## src/rtl/data_memory_bus.sv

```systemverilog
// Data memory bus: sized/signed ARM loads and stores over a word RAM,
// with alignment/range faults and a wait-state req/ready handshake.
module data_memory_bus #(
  parameter int DATA_W = 32,
  parameter int ADDR_W = 32,
  parameter int DEPTH  = 64,
  parameter int WAIT   = 0
) (
  input  logic              clk,
  input  logic              rst_n,
  input  logic              req,
  input  logic              we,
  input  logic [1:0]        size,
  input  logic              sign,
  input  logic [ADDR_W-1:0] A,
  input  logic [DATA_W-1:0] WD,
  output logic [DATA_W-1:0] RD,
  output logic              ready,
  output logic              fault
);

  localparam int NB   = DATA_W / 8;
  localparam int OFFS = $clog2(NB);
  localparam int IW   = $clog2(DEPTH);
  localparam logic       NO_WAIT = (WAIT == 0);
  localparam logic [3:0] WAIT_M1 = 4'((WAIT > 0) ? WAIT - 1 : 0);

  typedef enum logic [1:0] {
    S_IDLE,
    S_WAIT,
    S_RESP
  } state_t;

  state_t              state_q, state_d;
  logic [3:0]          cnt_q, cnt_d;
  logic [ADDR_W-1:0]   a_q, a_d;
  logic                we_q, we_d;
  logic [1:0]          size_q, size_d;
  logic                sign_q, sign_d;
  logic [DATA_W-1:0]   wd_q, wd_d;
  logic [DATA_W-1:0]   rd_q, rd_d;
  logic                ready_q, ready_d;
  logic                fault_q, fault_d;

  logic [DATA_W-1:0]   mem [DEPTH];

  logic                idle;
  logic [ADDR_W-1:0]   acc_a;
  logic                acc_we;
  logic [1:0]          acc_size;
  logic                acc_sign;
  logic [DATA_W-1:0]   acc_wd;
  logic                acc_bad;
  logic                enter;
  logic                mem_we;
  logic [IW-1:0]       idx;
  logic [OFFS-1:0]     off;
  logic [OFFS+2:0]     shamt;
  logic [DATA_W-1:0]   word;
  logic [DATA_W-1:0]   sh;
  logic [DATA_W-1:0]   ld;
  logic [NB-1:0]       be;
  logic [DATA_W-1:0]   wdat;

  // With no wait states the access completes straight from IDLE,
  // so the live inputs stand in for the not-yet-captured ones.
  always_comb begin
    idle     = (state_q == S_IDLE);
    acc_a    = idle ? A    : a_q;
    acc_we   = idle ? we   : we_q;
    acc_size = idle ? size : size_q;
    acc_sign = idle ? sign : sign_q;
    acc_wd   = idle ? WD   : wd_q;
    idx      = acc_a[OFFS+IW-1:OFFS];
    off      = acc_a[OFFS-1:0];
    shamt    = {off, 3'b000};
  end

  // Reject reserved size, misalignment and out-of-range word index.
  always_comb begin
    acc_bad = 1'b0;
    unique case (acc_size)
      2'b00:   acc_bad = 1'b0;
      2'b01:   acc_bad = acc_a[0];
      2'b10:   acc_bad = |acc_a[1:0];
      default: acc_bad = 1'b1;
    endcase
    if ((acc_a >> (OFFS + IW)) != '0)
      acc_bad = 1'b1;
  end

  // The RAM is touched only on the edge that enters RESP.
  always_comb begin
    enter  = (idle && req && NO_WAIT) ||
             (state_q == S_WAIT && cnt_q == 4'd0);
    mem_we = rst_n && enter && acc_we && !acc_bad;
  end

  // Lane select and sign/zero extension for loads.
  always_comb begin
    word = mem[idx];
    sh   = word >> shamt;
    ld   = '0;
    unique case (acc_size)
      2'b00:
        ld = {{(DATA_W-8){acc_sign & sh[7]}}, sh[7:0]};
      2'b01:
        ld = {{(DATA_W-16){acc_sign & sh[15]}}, sh[15:0]};
      default:
        ld = DATA_W'(sh[31:0]);
    endcase
  end

  // Byte-enable mask and lane-aligned store data.
  always_comb begin
    be   = '0;
    wdat = '0;
    unique case (acc_size)
      2'b00: begin
        be   = NB'(4'h1) << off;
        wdat = DATA_W'(acc_wd[7:0]) << shamt;
      end
      2'b01: begin
        be   = NB'(4'h3) << off;
        wdat = DATA_W'(acc_wd[15:0]) << shamt;
      end
      default: begin
        be   = NB'(4'hF) << off;
        wdat = DATA_W'(acc_wd[31:0]) << shamt;
      end
    endcase
  end

  // Next-state, capture and registered response.
  always_comb begin
    state_d = state_q;
    cnt_d   = cnt_q;
    a_d     = a_q;
    we_d    = we_q;
    size_d  = size_q;
    sign_d  = sign_q;
    wd_d    = wd_q;
    rd_d    = rd_q;
    ready_d = (state_q == S_RESP);
    fault_d = (state_q == S_RESP) && acc_bad;
    unique case (state_q)
      S_IDLE: begin
        if (req) begin
          a_d     = A;
          we_d    = we;
          size_d  = size;
          sign_d  = sign;
          wd_d    = WD;
          cnt_d   = WAIT_M1;
          state_d = NO_WAIT ? S_RESP : S_WAIT;
        end
      end
      S_WAIT: begin
        if (cnt_q == 4'd0)
          state_d = S_RESP;
        else
          cnt_d = cnt_q - 4'd1;
      end
      S_RESP:  state_d = S_IDLE;
      default: state_d = S_IDLE;
    endcase
    if (enter && !acc_we && !acc_bad)
      rd_d = ld;
  end

  // Control and response registers.
  always_ff @(posedge clk or negedge rst_n) begin
    if (!rst_n) begin
      state_q <= S_IDLE;
      cnt_q   <= '0;
      a_q     <= '0;
      we_q    <= 1'b0;
      size_q  <= '0;
      sign_q  <= 1'b0;
      wd_q    <= '0;
      rd_q    <= '0;
      ready_q <= 1'b0;
      fault_q <= 1'b0;
    end else begin
      state_q <= state_d;
      cnt_q   <= cnt_d;
      a_q     <= a_d;
      we_q    <= we_d;
      size_q  <= size_d;
      sign_q  <= sign_d;
      wd_q    <= wd_d;
      rd_q    <= rd_d;
      ready_q <= ready_d;
      fault_q <= fault_d;
    end
  end

  // Byte-lane RAM write; contents survive reset.
  always_ff @(posedge clk) begin
    if (mem_we) begin
      for (int i = 0; i < NB; i++) begin
        if (be[i])
          mem[idx][i*8 +: 8] <= wdat[i*8 +: 8];
      end
    end
  end

  assign RD    = rd_q;
  assign ready = ready_q;
  assign fault = fault_q;

endmodule

```

## config.mk

```make
export PLATFORM = sky130hd
export DESIGN_NAME = data_memory_bus
export DESIGN_NICKNAME = d
export VERILOG_FILES = /design/src/rtl/data_memory_bus.sv
export SDC_FILE = /design/constraint.sdc
export NUM_CORES = 2
export LEC_CHECK = 0
export ABC_AREA = 1
export CAP_MARGIN = 0
export CORE_UTILIZATION = 48
export CTS_CLUSTER_DIAMETER = 200
export CTS_CLUSTER_SIZE = 28
export DETAILED_ROUTE_END_ITERATION = 7
export HOLD_SLACK_MARGIN = 0.02
export PLACE_DENSITY = 0.61
export SYNTH_ARGS = -nofsm -noshare
export SYNTH_HDL_FRONTEND = slang
export SYNTH_SLANG_ARGS = --single-unit
```

## constraint.sdc

```tcl
create_clock -name clk -period 5.3 [get_ports clk]
set_input_delay 1.06 -clock clk [delete_from_list [all_inputs] [get_ports clk]]
set_output_delay 1.06 -clock clk [all_outputs]
set_load 0.005 [all_outputs]
```

==> summary.md <==
| Metric | Value |
|---|---|
| Share of post-route cells with drive strength above 1 | under 10% |
| Most common cell after layout, fill and taps aside | nand2_1 |
| Total negative slack | 0 ns |
| Comb power frac | 14.6% |
| Critical path type | flip-flop to flip-flop |
| Max incr delay on CP | 0.75 ns |
| Critical path cell sequence | buf_4 -> buf_4 -> o41ai_1 -> nand3_1 -> or2_1 -> a21oi_2 -> nand2_2 -> buf_4 -> nor2_1 -> buf_4 |
| CP dominant cell by count | buf_4 |
| CP Max Fanout | 64 |
| Clk pin slew, worst setup/hold paths | between 0.1 and 0.15 ns |
| Worst path arrival time | 4.83 ns |
| DRC viols | 0 |
| CP top delay family | simple AND/OR/NAND/NOR gates |
| Simple-gate share of the synthesized area | between 20% and 30% |
| Gr usage total | between 20% and 30% |
| DRT iter0 DRCs | 7,960 |
| Worst Skew | 0.0390 ns |
| Switching power | approximately 8600 uW |
| Max Cap Viol | 0 |
| TritonCTS buffer count | 86 |
| CTS Buffer Depth | 3 |
| 1st-pass router iterations | 6 |
| Worst skew pair latency | ~0.77 ns |
| Synthesized area | slightly below 90,000 sq um |
| DR vias/cell | between 5 and 6 |
| CTS H-Tree Depth | 3 |
| Clock share of power | around a quarter |
| Post-Synth Adder-Cell Area | 0% |
| Fmax | 230 MHz |
| Sw frac | 27.0% |
| Hold crit path type | input port to asynchronous set/reset pin |
| Final Critical Period | about 4.4 ns |
| Yosys reg bits | 2,150 |
| Syn avg cell area | 10.7 sq um |
| Syn nets | 8,385 |
| Asr flop ratio synth | between 4 and 5% |
| Final setup vio count | 0 |
| Period utilization | between 80% and 90% |
| Max-slew violation count | 0 |
| Slew at the pin closest to its max-slew limit | 1.09 ns |
| Initial antenna violation count | 10 |
| Most frequent cells in the layout | 4,416 x nand2_1, 2,048 x edfxtp_1, 421 x buf_4, 371 x nor2_1, 216 x nand3_1 |
| First-pass GRT wire length | 397 mm |
| Status | completed |
| # rows | between 150 and 200 |
| Yosys warns | 0 |
| Post-synth top flop | edfxtp_1 |
| Dpl hpwl | 177 mm |
| Cts hold-fix bufs | 0 |
| Die Span Y | 433 um |
| Setup slack, reg-to-reg | approximately 0.95 ns |
| Largest net degree at the start of global routing | 109 |
| Setup crit end | mem[5][10]$_DFFE_PP_ |
| CTS tree | built |
| Grt total ovfl | 0 |
| Wirelength, routed | 274 mm |
| Leak pwr | a little under 0.04 uW |
| Die footprint | 188,000 sq um |
| Reg2Reg Depth | 10 |
| Setup ws final | 0.947 ns |
| Core ar. | 184,000 sq um |
| Cell count after synthesis | around 8,300 |
| Final-layout fill cell count | 16,001 |
| GPL Wtd Cong | 0.918 |
| Distinct cells, synth | 42 |
| Mux cell area share after synthesis | 0% |
| Peak supply drop | between 0.0002 and 0.00025 V |
| Worst Path Buf+Inv | 4 |
| P_int | 23,300 uW |
| DP Worst Slack | 0.319 ns |
| Remaining antenna violation count after routing | 0 |
| Final count of hold timing violations | 0 |
| Timing startpoint of the critical path | state_q[1]$_DFFE_PN0P_ |
| Area growth syn-to-layout | 10.3% |
| Post-synthesis sequential area ratio | around 70% |
| Nets | 8,604 |
| Power Density | 325 nW/um^2 |
| R2R Path End | mem[5][10]$_DFFE_PP_ |
| Clock tree root driver cell | clkbuf_16 |
| Vias in the first global route | 57,301 |
| RSZ-0062 raised after global routing | no |
| Slowest-stage cell, CP | nor2_1 |
| Compound-cell area share of the yosys netlist | 2.92% |
| Die width | 433 um |
| Launch point of the worst reg-to-reg path | state_q[1]$_DFFE_PN0P_ |
| Drt wl/cell | 24.9 um |
| Io pins | 105 |
| Register share of total power | approximately 60% |
| Largest family of logic cells by synthesized area | simple AND/OR/NAND/NOR gates |
| CTS sink cnt | 2,150 |
| Post-CTS Setup Inserts | 0 |
| Post-synth EDFFs | 2,048 |
| Post-CTS Resized | 0 |
| Slew headroom | a little over a quarter |
| CP startpoint kind | flip-flop |
| Xor/xnor share of the synthesized area | 0% |
| WP data required | 5.78 ns |
| PortBufs | approximately 100 |
| Critical Path End Type | flip-flop |
| WP depth | 10 |
| Via count | 61,641 |
| Initial Utilization | 48.5% |
| Final Util | 53.5% |
==> power groups by stage <==
stage | registers [uW] | clock network [uW] | logic, uW
global placement | 19500 | 0 | 4580
detailed placement | 19500 | 0 | 4630
floorplan | 19600 | 0 | 2490
finish | 19100 | 8160 | 4680
global route | 19100 | 8720 | 5050
CTS | 19100 | 8250 | 4640
==> layer usage <==
metal,track usage [%],routed length (um),vias to the layer above
met4,12.0,12500,12
met1,40.9,111000,30295
met2,45.4,126000,2861
met5,0,79,-
li1,-,-,28023
met3,4.13,25000,450
==> cells in the mapped netlist (2+ instances only) <==
cell | count | area, sq um
buf_4 | 12 | 90.1
o21ai_0 | 164 | 821
clkbuf_1 | 183 | 687
nor2_2 | 5 | 31.3
edfxtp_1 | 2048 | 61500
o221ai_1 | 8 | 70.1
nand4_1 | 81 | 507
inv_2 | 3 | 11.3
a21oi_1 | 78 | 390
or2_1 | 5 | 31.3
a22oi_1 | 146 | 1100
nand2_1 | 4422 | 16600
nand3_1 | 216 | 1080
or2_2 | 17 | 106
buf_2 | 190 | 951
o21ai_2 | 8 | 70.1
o31ai_1 | 6 | 45.0
inv_1 | 113 | 424
inv_4 | 2 | 12.5
nor2_1 | 390 | 1460
buf_6 | 7 | 78.8
a31oi_1 | 3 | 18.8
nand2_2 | 3 | 18.8
buf_1 | 53 | 199
a21boi_0 | 3 | 22.5
nor4_1 | 6 | 37.5
a211oi_1 | 2 | 15.0
nor3_1 | 16 | 80.1
dfrtp_1 | 102 | 2550
nand3b_1 | 6 | 45.0
o21ai_1 | 5 | 25.0
==> worst min-delay path by stage <==
stage	slack [ns]	to	cells after the start	from
after detailed placement	0.46	a_q[1]$_DFFE_PN0P_	2	a_q[1]$_DFFE_PN0P_
after global placement	0.45	size_q[0]$_DFFE_PN0P_	2	size_q[0]$_DFFE_PN0P_
after global routing	0.32	wd_q[9]$_DFFE_PN0P_	1	rst_n
after CTS	0.28	wd_q[0]$_DFFE_PN0P_	1	rst_n
final	0.30	wd_q[10]$_DFFE_PN0P_	1	rst_n
after floorplan	0.43	ready$_DFF_PN0_	0	state_q[1]$_DFFE_PN0P_
==> cells by family after synthesis <==
group / after synthesis
AO/OA/AOI/OAI: 427
buffers and inverters: 564
flip-flops: 2150
AND/OR/NAND/NOR: 5173
==> per-stage QoR <==
stage	power, uW	std cells	hold slack [ns]	area, sq um
6_report	32000	11021	0.298	98400
5_1_grt	32900	11018	0.321	98400
4_1_cts	32000	11016	0.280	98300
3_5_place_dp	24200	10908	0.465	96000
3_3_place_gp	24100	10908	0.455	96000
2_1_floorplan	22100	8314	0.432	89200
==> state kept, by name (all words and copies together) (netlist names) <==
signal and count:
wd_q 32, state_q 1, mem 2048, size_q 2, RD 32, ready 1, sign_q 1, a_q 32
fault 1
==> area by class of cell <==
type | instances | area [sq um] | share of cell area (%)
multi-input cells | 5600 | 23200 | 23.6
clock buffers | 104 | 2280 | 2.32
diodes | 4 | 10.0 | 0.0102
flip-flops and latches | 2150 | 64100 | 65.1
clock inverters | 4 | 50.0 | 0.0509
repair buffers | 576 | 5230 | 5.32
well taps | 2464 | 3080 | 3.13
inverters | 119 | 453 | 0.460
(Power assumes the default switching activity.)
